$ cat src/rtl/charram_ctrl_pkg.sv
// Shared types and address-split constants for the 4416 character-RAM controller.
package charram_ctrl_pkg;

   localparam int unsigned ROW_W   = 8;
   localparam int unsigned COL_W   = 6;
   localparam int unsigned ADDR_W  = ROW_W + COL_W;
   localparam int unsigned DATA_W  = 4;
   localparam int unsigned COL_LSB = 1;

   typedef enum logic [2:0] {
      ST_IDLE,
      ST_ROW,
      ST_COL,
      ST_XFER,
      ST_LATCH,
      ST_PRE,
      ST_REF
   } state_t;

   typedef enum logic [1:0] {
      PORT_VID,
      PORT_CPU,
      PORT_REF
   } port_t;

   // Column address as presented on the 8-bit DRAM address bus: {1'b0, col, 1'b0}.
   function automatic logic [ROW_W-1:0] col_addr(input logic [ADDR_W-1:0] a);
      return ROW_W'(a[ADDR_W-1:ROW_W]) << COL_LSB;
   endfunction

endpackage

$ cat src/rtl/charram_refresh_timer.sv
// Refresh interval timer, sticky due flag and RAS-only refresh row counter.
module charram_refresh_timer
   import charram_ctrl_pkg::*;
#(
   parameter int unsigned PERIOD = 128
)(
   input  logic             i_clk,
   input  logic             i_rst,
   input  logic             i_ref_start,
   input  logic             i_ref_done,
   output logic             o_due,
   output logic [ROW_W-1:0] o_row
);

   localparam int unsigned CNT_W = (PERIOD > 2) ? $clog2(PERIOD) : 1;

   logic [CNT_W-1:0] r_cnt;
   logic             r_due;
   logic [ROW_W-1:0] r_row;

   // A new period expiring in the same cycle as a REF grant keeps the flag set.
   always_ff @(posedge i_clk) begin
      if (i_rst) begin
         r_cnt <= '0;
         r_due <= 1'b0;
         r_row <= '0;
      end else begin
         if (r_cnt == CNT_W'(PERIOD - 1)) begin
            r_cnt <= '0;
            r_due <= 1'b1;
         end else begin
            r_cnt <= r_cnt + CNT_W'(1);
            if (i_ref_start) r_due <= 1'b0;
         end
         if (i_ref_done) r_row <= r_row + ROW_W'(1);
      end
   end

   assign o_due = r_due;
   assign o_row = r_row;

endmodule

$ cat src/rtl/dram_charram_ctrl.sv
// Video/CPU arbiter and /RAS-/CAS sequencer for one 4416 character-RAM plane.
// Define CHARRAM_REFRESH_EN to compile in periodic RAS-only refresh.
module dram_charram_ctrl
   import charram_ctrl_pkg::*;
#(
   parameter int unsigned CPU_STARVE_MAX = 4
`ifdef CHARRAM_REFRESH_EN
   ,parameter int unsigned REFRESH_PERIOD = 128
`endif
)(
   input  logic              i_MCLK,
   input  logic              i_RST,
   input  logic              i_VID_REQ,
   input  logic [ADDR_W-1:0] i_VID_ADDR,
   output logic [DATA_W-1:0] o_VID_DOUT,
   output logic              o_VID_VALID,
   input  logic              i_CPU_REQ,
   input  logic              i_CPU_WR,
   input  logic [ADDR_W-1:0] i_CPU_ADDR,
   input  logic [DATA_W-1:0] i_CPU_DIN,
   output logic [DATA_W-1:0] o_CPU_DOUT,
   output logic              o_CPU_ACK,
   output logic [ROW_W-1:0]  o_ADDR,
   output logic [DATA_W-1:0] o_DIN,
   output logic              o_RAS_n,
   output logic              o_CAS_n,
   output logic              o_WR_n,
   output logic              o_RD_n,
   input  logic [DATA_W-1:0] i_DOUT,
   output logic              o_BUSY
);

   localparam int unsigned STARVE_W = $clog2(CPU_STARVE_MAX + 1);

   state_t              r_state;
   state_t              w_next;
   port_t               r_port;
   logic [ADDR_W-1:0]   r_addr;
   logic                r_wr;
   logic [DATA_W-1:0]   r_wdata;
   logic [STARVE_W-1:0] r_starve;
   logic                w_starved;
   logic                w_grant_vid;
   logic                w_grant_cpu;
   logic                w_grant_ref;
   logic [ROW_W-1:0]    w_grant_row;
   logic                w_ref_due;
   logic [ROW_W-1:0]    w_ref_row;

   logic                r_ras_n;
   logic                r_cas_n;
   logic                r_wr_n;
   logic                r_rd_n;
   logic [ROW_W-1:0]    r_dram_addr;
   logic [DATA_W-1:0]   r_din;
   logic [DATA_W-1:0]   r_vid_dout;
   logic                r_vid_valid;
   logic [DATA_W-1:0]   r_cpu_dout;
   logic                r_cpu_ack;
   logic                r_busy;

`ifdef CHARRAM_REFRESH_EN
   charram_refresh_timer #(
      .PERIOD      (REFRESH_PERIOD)
   ) u_refresh (
      .i_clk       (i_MCLK),
      .i_rst       (i_RST),
      .i_ref_start (w_grant_ref),
      .i_ref_done  (r_state == ST_REF),
      .o_due       (w_ref_due),
      .o_row       (w_ref_row)
   );
`else
   assign w_ref_due = 1'b0;
   assign w_ref_row = '0;
`endif

   assign w_starved   = (r_starve == STARVE_W'(CPU_STARVE_MAX));
   assign w_grant_row = w_grant_vid ? i_VID_ADDR[ROW_W-1:0] : i_CPU_ADDR[ROW_W-1:0];

   always_ff @(posedge i_MCLK) begin
      if (i_RST) r_state <= ST_IDLE;
      else       r_state <= w_next;
   end

   // Arbitration in IDLE, fixed walk through the access otherwise.
   always_comb begin
      w_next      = r_state;
      w_grant_vid = 1'b0;
      w_grant_cpu = 1'b0;
      w_grant_ref = 1'b0;
      case (r_state)
         ST_IDLE: begin
            if (w_ref_due) begin
               w_grant_ref = 1'b1;
               w_next      = ST_REF;
            end else if (i_VID_REQ && i_CPU_REQ && w_starved) begin
               w_grant_cpu = 1'b1;
               w_next      = ST_ROW;
            end else if (i_VID_REQ) begin
               w_grant_vid = 1'b1;
               w_next      = ST_ROW;
            end else if (i_CPU_REQ) begin
               w_grant_cpu = 1'b1;
               w_next      = ST_ROW;
            end
         end
         ST_ROW:   w_next = ST_COL;
         ST_COL:   w_next = ST_XFER;
         ST_XFER:  w_next = ST_LATCH;
         ST_LATCH: w_next = ST_PRE;
         ST_PRE:   w_next = ST_IDLE;
         ST_REF:   w_next = ST_PRE;
         default:  w_next = ST_IDLE;
      endcase
   end

   // Request latch and starvation counter.
   always_ff @(posedge i_MCLK) begin
      if (i_RST) begin
         r_port   <= PORT_VID;
         r_addr   <= '0;
         r_wr     <= 1'b0;
         r_wdata  <= '0;
         r_starve <= '0;
      end else begin
         if (w_grant_vid || w_grant_cpu) begin
            r_port  <= w_grant_vid ? PORT_VID : PORT_CPU;
            r_addr  <= w_grant_vid ? i_VID_ADDR : i_CPU_ADDR;
            r_wr    <= w_grant_cpu & i_CPU_WR;
            r_wdata <= i_CPU_DIN;
         end else if (w_grant_ref) begin
            r_port  <= PORT_REF;
         end

         if (w_grant_cpu)
            r_starve <= '0;
         else if (w_grant_vid && i_CPU_REQ && !w_starved)
            r_starve <= r_starve + STARVE_W'(1);
         else if (r_state == ST_IDLE && !i_CPU_REQ)
            r_starve <= '0;
      end
   end

   // DRAM pins decoded from the next state so each value spans its whole state.
   always_ff @(posedge i_MCLK) begin
      if (i_RST) begin
         r_ras_n     <= 1'b1;
         r_cas_n     <= 1'b1;
         r_wr_n      <= 1'b1;
         r_rd_n      <= 1'b1;
         r_dram_addr <= '0;
         r_din       <= '0;
         r_busy      <= 1'b0;
      end else begin
         r_busy <= (w_next != ST_IDLE);
         r_wr_n <= 1'b1;
         r_rd_n <= 1'b1;
         case (w_next)
            ST_ROW: begin
               r_ras_n     <= 1'b0;
               r_cas_n     <= 1'b1;
               r_dram_addr <= w_grant_row;
            end
            ST_COL: begin
               r_ras_n     <= 1'b0;
               r_cas_n     <= 1'b0;
               r_dram_addr <= col_addr(r_addr);
            end
            ST_XFER: begin
               r_ras_n <= 1'b0;
               r_cas_n <= 1'b0;
               r_rd_n  <= r_wr;
               r_wr_n  <= ~r_wr;
               if (r_wr) r_din <= r_wdata;
            end
            ST_LATCH: begin
               r_ras_n <= 1'b0;
               r_cas_n <= 1'b0;
            end
            ST_REF: begin
               r_ras_n     <= 1'b0;
               r_cas_n     <= 1'b1;
               r_dram_addr <= w_ref_row;
            end
            default: begin
               r_ras_n <= 1'b1;
               r_cas_n <= 1'b1;
            end
         endcase
      end
   end

   // Read data capture and one-cycle completion strobes, visible during PRE.
   always_ff @(posedge i_MCLK) begin
      if (i_RST) begin
         r_vid_dout  <= '0;
         r_vid_valid <= 1'b0;
         r_cpu_dout  <= '0;
         r_cpu_ack   <= 1'b0;
      end else begin
         r_vid_valid <= 1'b0;
         r_cpu_ack   <= 1'b0;
         if (r_state == ST_LATCH) begin
            if (r_port == PORT_VID) begin
               r_vid_dout  <= i_DOUT;
               r_vid_valid <= 1'b1;
            end else if (r_port == PORT_CPU) begin
               if (!r_wr) r_cpu_dout <= i_DOUT;
               r_cpu_ack <= 1'b1;
            end
         end
      end
   end

   assign o_RAS_n     = r_ras_n;
   assign o_CAS_n     = r_cas_n;
   assign o_WR_n      = r_wr_n;
   assign o_RD_n      = r_rd_n;
   assign o_ADDR      = r_dram_addr;
   assign o_DIN       = r_din;
   assign o_VID_DOUT  = r_vid_dout;
   assign o_VID_VALID = r_vid_valid;
   assign o_CPU_DOUT  = r_cpu_dout;
   assign o_CPU_ACK   = r_cpu_ack;
   assign o_BUSY      = r_busy;

endmodule

$ cat config.mk
export PLATFORM = sky130hd
export DESIGN_NAME = dram_charram_ctrl
export DESIGN_NICKNAME = d
export VERILOG_FILES = /design/src/rtl/charram_ctrl_pkg.sv /design/src/rtl/charram_refresh_timer.sv /design/src/rtl/dram_charram_ctrl.sv
export SDC_FILE = /design/constraint.sdc
export NUM_CORES = 1
export LEC_CHECK = 0
export CELL_PAD_IN_SITES_DETAIL_PLACEMENT = 0
export CELL_PAD_IN_SITES_GLOBAL_PLACEMENT = 2
export CORE_ASPECT_RATIO = 1.75
export CORE_UTILIZATION = 26
export DETAILED_ROUTE_END_ITERATION = 8
export HOLD_SLACK_MARGIN = 0.03
export PLACE_DENSITY_LB_ADDON = 0.3
export SYNTH_ARGS = -nofsm -noshare
export SYNTH_HDL_FRONTEND = slang
export SYNTH_SLANG_ARGS = --single-unit
$ cat constraint.sdc
create_clock -name i_MCLK -period 2.1 [get_ports i_MCLK]
set_clock_uncertainty 0.05 [all_clocks]
set_input_delay 0.42 -clock i_MCLK [delete_from_list [all_inputs] [get_ports i_MCLK]]
set_output_delay 0.42 -clock i_MCLK [all_outputs]
set_load 0.01 [all_outputs]
## Word level (Yosys, flattened, before mapping)

Index checks and enable logic that the tools add are counted.

- Register bits after elaboration: 54
- Input port bits: 41
- Output and inout port bits: 27
- Word-level logic and storage cells: 80

- Add/subtract/negate cells: 1
- Eq/ne operators: 12
- Mux-type cells: 22
- Bitwise gates (word level): 5
- Reduce and logical (&&, ||, !) cells: 23

Operators with widths:

| cell | count |
|---|---|
| 8-bit one-hot mux with 3 select lines | 1 |
| 3-bit equality test, second input constant | 5 |
| 3-bit 2-to-1 mux | 5 |
| 3-bit one-hot mux with 5 select lines | 1 |
| 14-bit 2-to-1 mux | 1 |
| 3-bit by 2-bit equality test with 1-bit output, second input constant | 4 |
| 1-bit 2-to-1 mux | 12 |
| 8-bit 2-to-1 mux | 1 |
| 2-bit OR reduction | 4 |
| 3-bit by 1-bit equality test with 1-bit output, second input constant | 2 |
| 3-bit nonzero test | 2 |
| 3-bit OR reduction | 2 |
| 1-bit logical AND | 5 |
| 5-bit OR reduction | 1 |
| 1-bit inverter | 4 |
| 2-bit AND reduction | 2 |
| 4-bit AND reduction | 1 |
| 3-bit by 1-bit adder with 3-bit output, second input constant | 1 |
| 3-bit zero test | 1 |
| 2-bit by 1-bit equality test with 1-bit output, second input constant | 1 |
| 1-bit zero test | 2 |
| 2-bit zero test | 1 |
| 2-bit 2-to-1 mux | 1 |
| 2-bit nonzero test | 1 |
| other kinds (2) | 2 |

## Longest topological paths before layout

Gate-level depths: netlist of the first run.

- Word-level depth: 7
- Depth in mapped cells: 7
- Depth with buffers taken out: 6

## Least setup slack after synthesis of the first run

No wires, ideal clock.

- Path kind: flip-flop to flip-flop
- Start point: register r_starve[0]
- End point: register r_addr[12]
- Setup time: 0.128 ns
- Data arrival time: 1.394 ns
- Required time: 1.922 ns
- Path slack: 0.529 ns
- Cell stages (with the launch flop): 7
- Buffers on the path: 0
- Period minus slack after synthesis: 1.571 ns
- Cell sequence: dfxtp_1 inv_1 ha_1 a21boi_1 nor3b_4 a222oi_1 nor2_1

- Word-level cells in the longest chain between the ends: 5
- Elaborated cells between the ends (all ways): 8
- Classes of those cells: 1 x eq/ne; 5 x mux; 2 x reduce/logical

Ends and longest elaborated chain:

| what | RTL line | RTL |
|---|---|---|
| start, declared | dram_charram_ctrl.sv:41 | `logic [STARVE_W-1:0] r_starve;` |
| start signal, assigned | dram_charram_ctrl.sv:139 | `r_starve <= r_starve + STARVE_W'(1);` |
| 3-bit equality test (*) | dram_charram_ctrl.sv:78 | `assign w_starved = (r_starve == STARVE_W'(CPU_STARVE_MAX));` |
| 1-bit logical AND (*) | dram_charram_ctrl.sv:97 | `end else if (i_VID_REQ && i_CPU_REQ && w_starved) begin` |
| 1-bit 2-to-1 mux | dram_charram_ctrl.sv:97 |  |
| 1-bit 2-to-1 mux | dram_charram_ctrl.sv:92 | `case (r_state)` |
| 14-bit 2-to-1 mux or 1-bit logical OR (tied branches) | dram_charram_ctrl.sv:129, dram_charram_ctrl.sv:127 |  |
| end signal, assigned | dram_charram_ctrl.sv:129 | `r_addr <= w_grant_vid ? i_VID_ADDR : i_CPU_ADDR;` |
| end, declared | dram_charram_ctrl.sv:38 | `logic [ADDR_W-1:0] r_addr;` |

Mark *: on every way between the ends. The rest lies on a longest branch, timed or not.
A chain may end at the register's enable or synchronous reset.

## Final worst setup path of the first run

- Start point: register r_state[2]
- End point: register r_dram_addr[5], in the netlist o_ADDR[5]

- Word-level cells in the longest chain between the ends: 6
- Elaborated cells between the ends (all ways): 18
- Classes of those cells: 8 x eq/ne; 7 x mux; 3 x reduce/logical

Ends and longest elaborated chain:

| what | RTL line | RTL |
|---|---|---|
| start, declared | dram_charram_ctrl.sv:35 | `state_t r_state;` |
| start signal, assigned | dram_charram_ctrl.sv:83 | `else r_state <= w_next;` |
| 3-bit 2-to-1 mux | dram_charram_ctrl.sv:103 | `end else if (i_CPU_REQ) begin` |
| 3-bit 2-to-1 mux | dram_charram_ctrl.sv:100 | `end else if (i_VID_REQ) begin` |
| 3-bit 2-to-1 mux | dram_charram_ctrl.sv:97 |  |
| 3-bit one-hot mux with 5 select lines | dram_charram_ctrl.sv:92 |  |
| 3-bit equality test (tied with other cells) | dram_charram_ctrl.sv:159 | `case (w_next)` |
| 8-bit one-hot mux with 3 select lines or 3-bit nonzero test (tied branches) | -- |  |
| end signal, assigned | dram_charram_ctrl.sv:163 | `r_dram_addr <= w_grant_row;` |
| end signal, assigned | dram_charram_ctrl.sv:168 | `r_dram_addr <= col_addr(r_addr);` |
| end signal, assigned | dram_charram_ctrl.sv:184 | `r_dram_addr <= w_ref_row;` |
| end, declared | dram_charram_ctrl.sv:54 | `logic [ROW_W-1:0] r_dram_addr;` |

Parallel ways exist; a longest one is shown, timed or not.

==> flow_metrics.tcl, run 1 <==
set metrics [dict create \
    pwr-share-clk 0.352 \
    cp_max_fo 11 \
    busiest_layer "met2" \
    setup-tns-final_ps 0 \
    cts_resized 0 \
    cp-start-kind "flop" \
    slew-limit-headroom 0.687 \
    synth.area.top_cells "dfxtp_1 (48%), mux2i_1 (13%), nor2_1 (6.8%), a222oi_1 (3.2%), a311oi_1 (2.8%)" \
    cp.arrival_ps 1900 \
    vias 1618 \
    synth.distinct_cells 39 \
    use_met3 0.0339 \
    tritoncts "yes" \
    hold_class "flop to flop" \
    grt_pass1_vias 1597 \
    ant_nets 0 \
    slowest_delay_ps 420 \
    drt_pass1_iterations 4 \
    yosys_register_bits 45 \
    htree_levels 2 \
    cts_buffer_depth 2 \
    dr.first_iter.drc_count 62 \
    numPortBuffers 67 \
    die_h_um 115 \
    power_frac_seq 0.436 \
    cts.sinks 45 \
    drv_cap 0 \
    met2_usage 0.225 \
    crit_required_ps 2240 \
    fin_crit_sh 0.836 \
    synth_top_area_frac 0.478 \
    switchingPower_mw 0.586 \
    hold_buffers 0 \
    critPathBufInv 0 \
    whs_ps 410 \
    die_area_um2 7600 \
    post_cts_buffers 0 \
    start_util 0.271 \
    seq_area_um2 901 \
    core_area_um2 6960 \
    nFillCells 725 \
    track_usage 0.130 \
    report.final.slew_viol_count 0 \
    antenna_cells 0 \
    finalPower_mw 2.21 \
    multi_input_area_um2 912 \
    ir_worst_vdd_mv 0.506 \
    overflow 0 \
    hold_viol 0 \
    status "finished, final reports clean" \
    synth_cells 190 \
    yosysTopAreaCell "dfxtp_1" \
    p_int_mw 1.62 \
    clkTransAtPathRegs_ps 60 \
    route.detailed.drc 0 \
    rows 40 \
    antenna_found_initial 0 \
    dpl.cell_count 338 \
    instances_no_fill 346 \
    cp_cell_sequence "nor3_2 -> nand3_2 -> mux2i_1 -> a311oi_1" \
    layout_min_cycle_time_ps 1750 \
    cpMaxStageDelayCell "dfxtp_1" \
    path_delay_family "simple AND/OR/NAND/NOR gates" \
    synth_nets 233 \
    grt_start_max_net_pins 25 \
    max_freq_mhz 570 \
    avgSynthCellArea_um2 9.91 \
    comb_power_share 0.212 \
    clock_latency_ps 290 \
    clockRootBuffer "clkbuf_16" \
    avgViaCountPerCell 4.68 \
    pre_cts_slack_ps 59.9 \
    worstMarginPinSlew_ps 468 \
    wl_um 4710 \
    fp.dieW_um 66.3 \
    synthesis.area_um2 1880 \
    power-per-cell-area_nw_per_um2 781 \
    cts_buffers 5 \
    detail_route.wl_per_cell_um 13.6 \
    ioPinCount 68 \
    gp_congestion 0.750 \
    rsz0062_at_grt "false" \
    num-nets-final 304 \
    crit_type "flop to flop" \
    min_from "o_ADDR[7]" \
    grt_pass1_wl_um 7420 \
    setup_viol 0 \
    synth-seq-area-share 0.478 \
    crit_start "r_state[2]" \
    drive_above_1_share 0.0992 \
    ys.warnings.count 0 \
    syn2layout_area_growth_pct 50.1 \
    end_kind "flop" \
    hpwl_um 3520 \
    netSwitchingFraction 0.266 \
    setup_ws_ps 345 \
    p_leak_nw 1.04 \
    timing.rr.start "r_state[2]" \
    use_met1 0.143 \
]
## through the flow
| stage | cell area, um^2 | utilization |
|---|---|---|
| 6_report | 2830 | 0.406 |
| 3_3_place_gp | 2680 | 0.385 |
| 4_1_cts | 2830 | 0.406 |
| 2_1_floorplan | 1880 | - |
| 5_1_grt | 2830 | 0.406 |
| 3_5_place_dp | 2680 | 0.385 |
## synthesized netlist by cell type
master     number
a21boi_1        1
a21oi_1         3
a222oi_1        6
a22oi_1         1
a311oi_1        6
a32o_1          1
and2_0          6
and3_1          1
buf_1           1
buf_2           5
buf_6           1
clkbuf_1        6
dfxtp_1        45
ha_1            2
inv_1           2
mux2i_1        24
nand2_1        10
nand2b_1        3
nand3_1         1
nand3_2         1
nand3b_1        2
nand4_1         2
nor2_1         34
nor2b_1         2
nor3_1          5
nor3_2          2
nor3b_4         1
nor4_1          2
nor4_4          1
nor4b_4         1
nor4bb_1        1
o21ai_0         2
o21ai_1         1
o2bb2ai_1       2
or2_0           1
or3_1           2
or3_4           1
or3b_1          1
xnor2_1         1
## flip-flops by register name, indices dropped and copies added, names as in the netlist
| register | flops |
|---|---|
| o_ADDR | 8 |
| o_BUSY | 1 |
| o_CAS_n | 1 |
| o_CPU_ACK | 1 |
| o_CPU_DOUT | 4 |
| o_DIN | 4 |
| o_RAS_n | 1 |
| o_RD_n | 1 |
| o_VID_DOUT | 4 |
| o_VID_VALID | 1 |
| o_WR_n | 1 |
| r_addr | 6 |
| r_port | 1 |
| r_starve | 3 |
| r_state | 3 |
| r_wdata | 4 |
| r_wr | 1 |
## cell families (layout without fill, tap and decap cells)
group,Yosys count,in the layout,synth area share
muxes,24,24,0.128
xor gates and xnor gates,1,1,0.00465
DFF,45,45,0.478
adders and majority gates,2,2,0.0133
and+or+nand+nor,80,80,0.241
AOI/OAI and AO/OA,23,23,0.0983
buffers and inverters,15,87,0.0372
## worst register-to-register path, cell delays in order, from the launching register on
cell and delay [ps]:
dfxtp_1 420, nor3_2 360, nand3_2 350, mux2i_1 220, a311oi_1 270
## power groups by stage
stage          registers, mW  clock network (mW)  logic (mW)
3_3_place_gp           0.981                   0       0.474
5_1_grt                0.971               0.840       0.510
4_1_cts                0.964               0.809       0.476
3_5_place_dp           0.983                   0       0.475
6_report               0.962               0.778       0.467
2_1_floorplan          0.988                   0       0.237
## layer usage
layer,share of wire,vias up
met5,0,-
met4,0.020,0
met3,0.056,6
met2,0.52,49
met1,0.40,751
li1,-,812
## cell type report
cell class                 count  area share
sequential                    45       0.319
tap                           84      0.0372
inverter                       2     0.00266
multi-input combinational    130       0.323
clock buffer                   5      0.0443
clock inverter                 3     0.00797
timing repair buffer          77       0.266
## placed cells by master (no fill, tap or decap), types with 2 or more instances in the layout
master,n
nor4_1,2
or3_1,2
clkdlybuf4s50_1,66
a21oi_1,3
nand4_1,2
buf_4,9
nand2_1,10
dfxtp_1,45
clkbuf_16,5
nand2b_1,3
ha_1,2
mux2i_1,24
nor3_1,5
a222oi_1,6
nor2b_1,2
nor2_1,34
and2_0,6
nor3_2,2
o2bb2ai_1,2
nand3b_1,2
clkinvlp_4,3
inv_1,2
a311oi_1,6
o21ai_0,2
## worst paths after layout
check	endpoint	slack [ps]	cells past startpoint
setup / recovery	o_ADDR[5]	350	4
hold / removal	o_ADDR[7]	410	1
setup reg to reg	o_ADDR[5]	350	4
hold reg to reg	o_ADDR[7]	410	1
No activity file was read; power rests on OpenSTA's default activity.
==> run 2: changes to the inputs <==
--- a/config.mk
+++ b/config.mk
@@ -8,7 +8,7 @@
 export CELL_PAD_IN_SITES_DETAIL_PLACEMENT = 0
 export CELL_PAD_IN_SITES_GLOBAL_PLACEMENT = 2
 export CORE_ASPECT_RATIO = 1.75
-export CORE_UTILIZATION = 26
+export CORE_UTILIZATION = 23
 export DETAILED_ROUTE_END_ITERATION = 8
 export HOLD_SLACK_MARGIN = 0.03
 export PLACE_DENSITY_LB_ADDON = 0.3
==> constraint.sdc (replaced) <==
create_clock -name i_MCLK -period 1.5 [get_ports i_MCLK]
set_clock_uncertainty 0.05 [all_clocks]
set_input_delay 0.3 -clock i_MCLK [delete_from_list [all_inputs] [get_ports i_MCLK]]
set_output_delay 0.3 -clock i_MCLK [all_outputs]
set_load 0.01 [all_outputs]
==> run 2 against run 1 <==
Global-route usage is 0.26 points lower. Sequential share of layout area is 2.9 points lower. Total power is 56% higher. Sequential power is 40% higher. Critical endpoint is now o_BUSY. Largest cell class unchanged. Largest power group unchanged.
==> flow_metrics.tcl, run 2 (synthesis results as in run 1) <==
set metrics [dict create \
    status "finished, final reports clean" \
    cts.sinks 45 \
    overflow 0 \
    drv_cap 0 \
    wl_um 5290 \
    numPortBuffers 67 \
    report.final.slew_viol_count 0 \
    slew-limit-headroom 0.771 \
    rsz0062_at_grt "true" \
    hpwl_um 3810 \
    avgViaCountPerCell 4.58 \
    clock_latency_ps 290 \
    cts_buffers 5 \
    htree_levels 2 \
    met2_usage 0.227 \
    ant_nets 0 \
    crit_required_ps 1620 \
    vias 1716 \
    num-nets-final 327 \
    hold_buffers 0 \
    p_leak_nw 1.36 \
    setup_viol 0 \
    crit_type "flop to flop" \
    start_util 0.238 \
    dpl.cell_count 360 \
    grt_start_max_net_pins 16 \
    fp.dieW_um 70.4 \
    grt_pass1_vias 1701 \
    use_met1 0.138 \
    clkTransAtPathRegs_ps 60 \
    worstMarginPinSlew_ps 340 \
    hold_class "input pin to flop" \
    fin_util 0.399 \
    cp_max_fo 6 \
    gp_congestion 0.809 \
    max_freq_mhz 678 \
    end_kind "flop" \
    power-per-cell-area_nw_per_um2 1090 \
    core_area_um2 7910 \
    cp-start-kind "flop" \
    antenna_found_initial 0 \
    die_h_um 122 \
    route.detailed.drc 0 \
    drt_pass1_iterations 5 \
    instances_no_fill 375 \
    layout_min_cycle_time_ps 1470 \
    cts_buffer_depth 2 \
    track_usage 0.127 \
    grt_pass1_wl_um 8370 \
    antenna_cells 0 \
    setup_ws_ps 25.9 \
    ioPinCount 68 \
    drive_above_1_share 0.232 \
    pre_cts_slack_ps -352 \
    hold_viol 0 \
    tritoncts "yes" \
    final_common_cell "dfxtp_1" \
    use_met3 0.0339 \
    clockRootBuffer "clkbuf_16" \
    cp.arrival_ps 1590 \
    syn2layout_area_growth_pct 67.8 \
    design_area_um2 3160 \
    fin_crit_sh 0.983 \
    rows 43 \
    mostFrequentLayoutCells "dfxtp_1 (40), clkdlybuf4s50_1 (38), nor2_1 (34), mux2i_1 (23), buf_4 (23)" \
    die_area_um2 8570 \
    dr.first_iter.drc_count 67 \
    ir_worst_vdd_mv 0.778 \
    place_area_um2 2820 \
    detail_route.wl_per_cell_um 14.1 \
    finalPower_mw 3.44 \
    busiest_layer "met2" \
    largest_reg_flops 8 \
]
==> run 2: cell count changes in the layout (fill, tap and decap cells not counted), moves of 3 or more <==
cell	delta
clkdlybuf4s50_1	-28
dlymetal6s2s_1	+8
buf_4	+14
dlygate4sd2_1	+20
dfxtp_1	-5
dfxtp_4	+3
clkinvlp_4	-3
buf_6	+6
==> run 2: final timing paths <==
path,startpoint,to,slack (ps),cells past startpoint
max,r_state[1],o_BUSY,30,4
min,i_RST,o_VID_DOUT[1],310,2
max reg2reg,r_state[1],o_BUSY,30,4
min reg2reg,o_ADDR[0],o_ADDR[0],410,1
==> run 2: cell type report <==
cell class	instances	area [um^2]
tap	90	113
multi-input combinational	130	991
timing repair buffer	100	961
clock inverter	1	30.0
fill	807	4750
sequential	45	915
clock buffer	7	143
inverter	2	7.51
==> run 2: timing repair <==
| action | CTS | global route |
|---|---|---|
| gates resized for setup | 33 | 29 |
| pin swaps | 8 | 8 |
| setup endpoints to repair | 45 | 32 |
| buffers inserted | 2 | 4 |
| cloned | 0 | 1 |
==> run 2: routing by layer <==
layer,wire (um),vias up
li1,-,870
met1,2140,796
met2,2780,45
met3,260,5
met4,104,0
met5,0,-
==> run 2: critical path, cell delays in order, from the launching register on <==
cell,delay (ps)
dfxtp_4,370
buf_4,140
nor4_1,330
nor3_1,90
or3_1,380
==> run 2: report_power, final <==
part	internal [mW]	switching, mW
clock	0.833	0.465
sequential	1.29	0.0585
combinational	0.457	0.337
==> run 2: metrics by stage <==
step | setup TNS, ps | hold WS, ps
CTS | 0 | 323
global placement | -6010 | 397
floorplan | 0 | 394
detailed placement | -6570 | 407
global route | -229 | 338
finish | 0 | 311
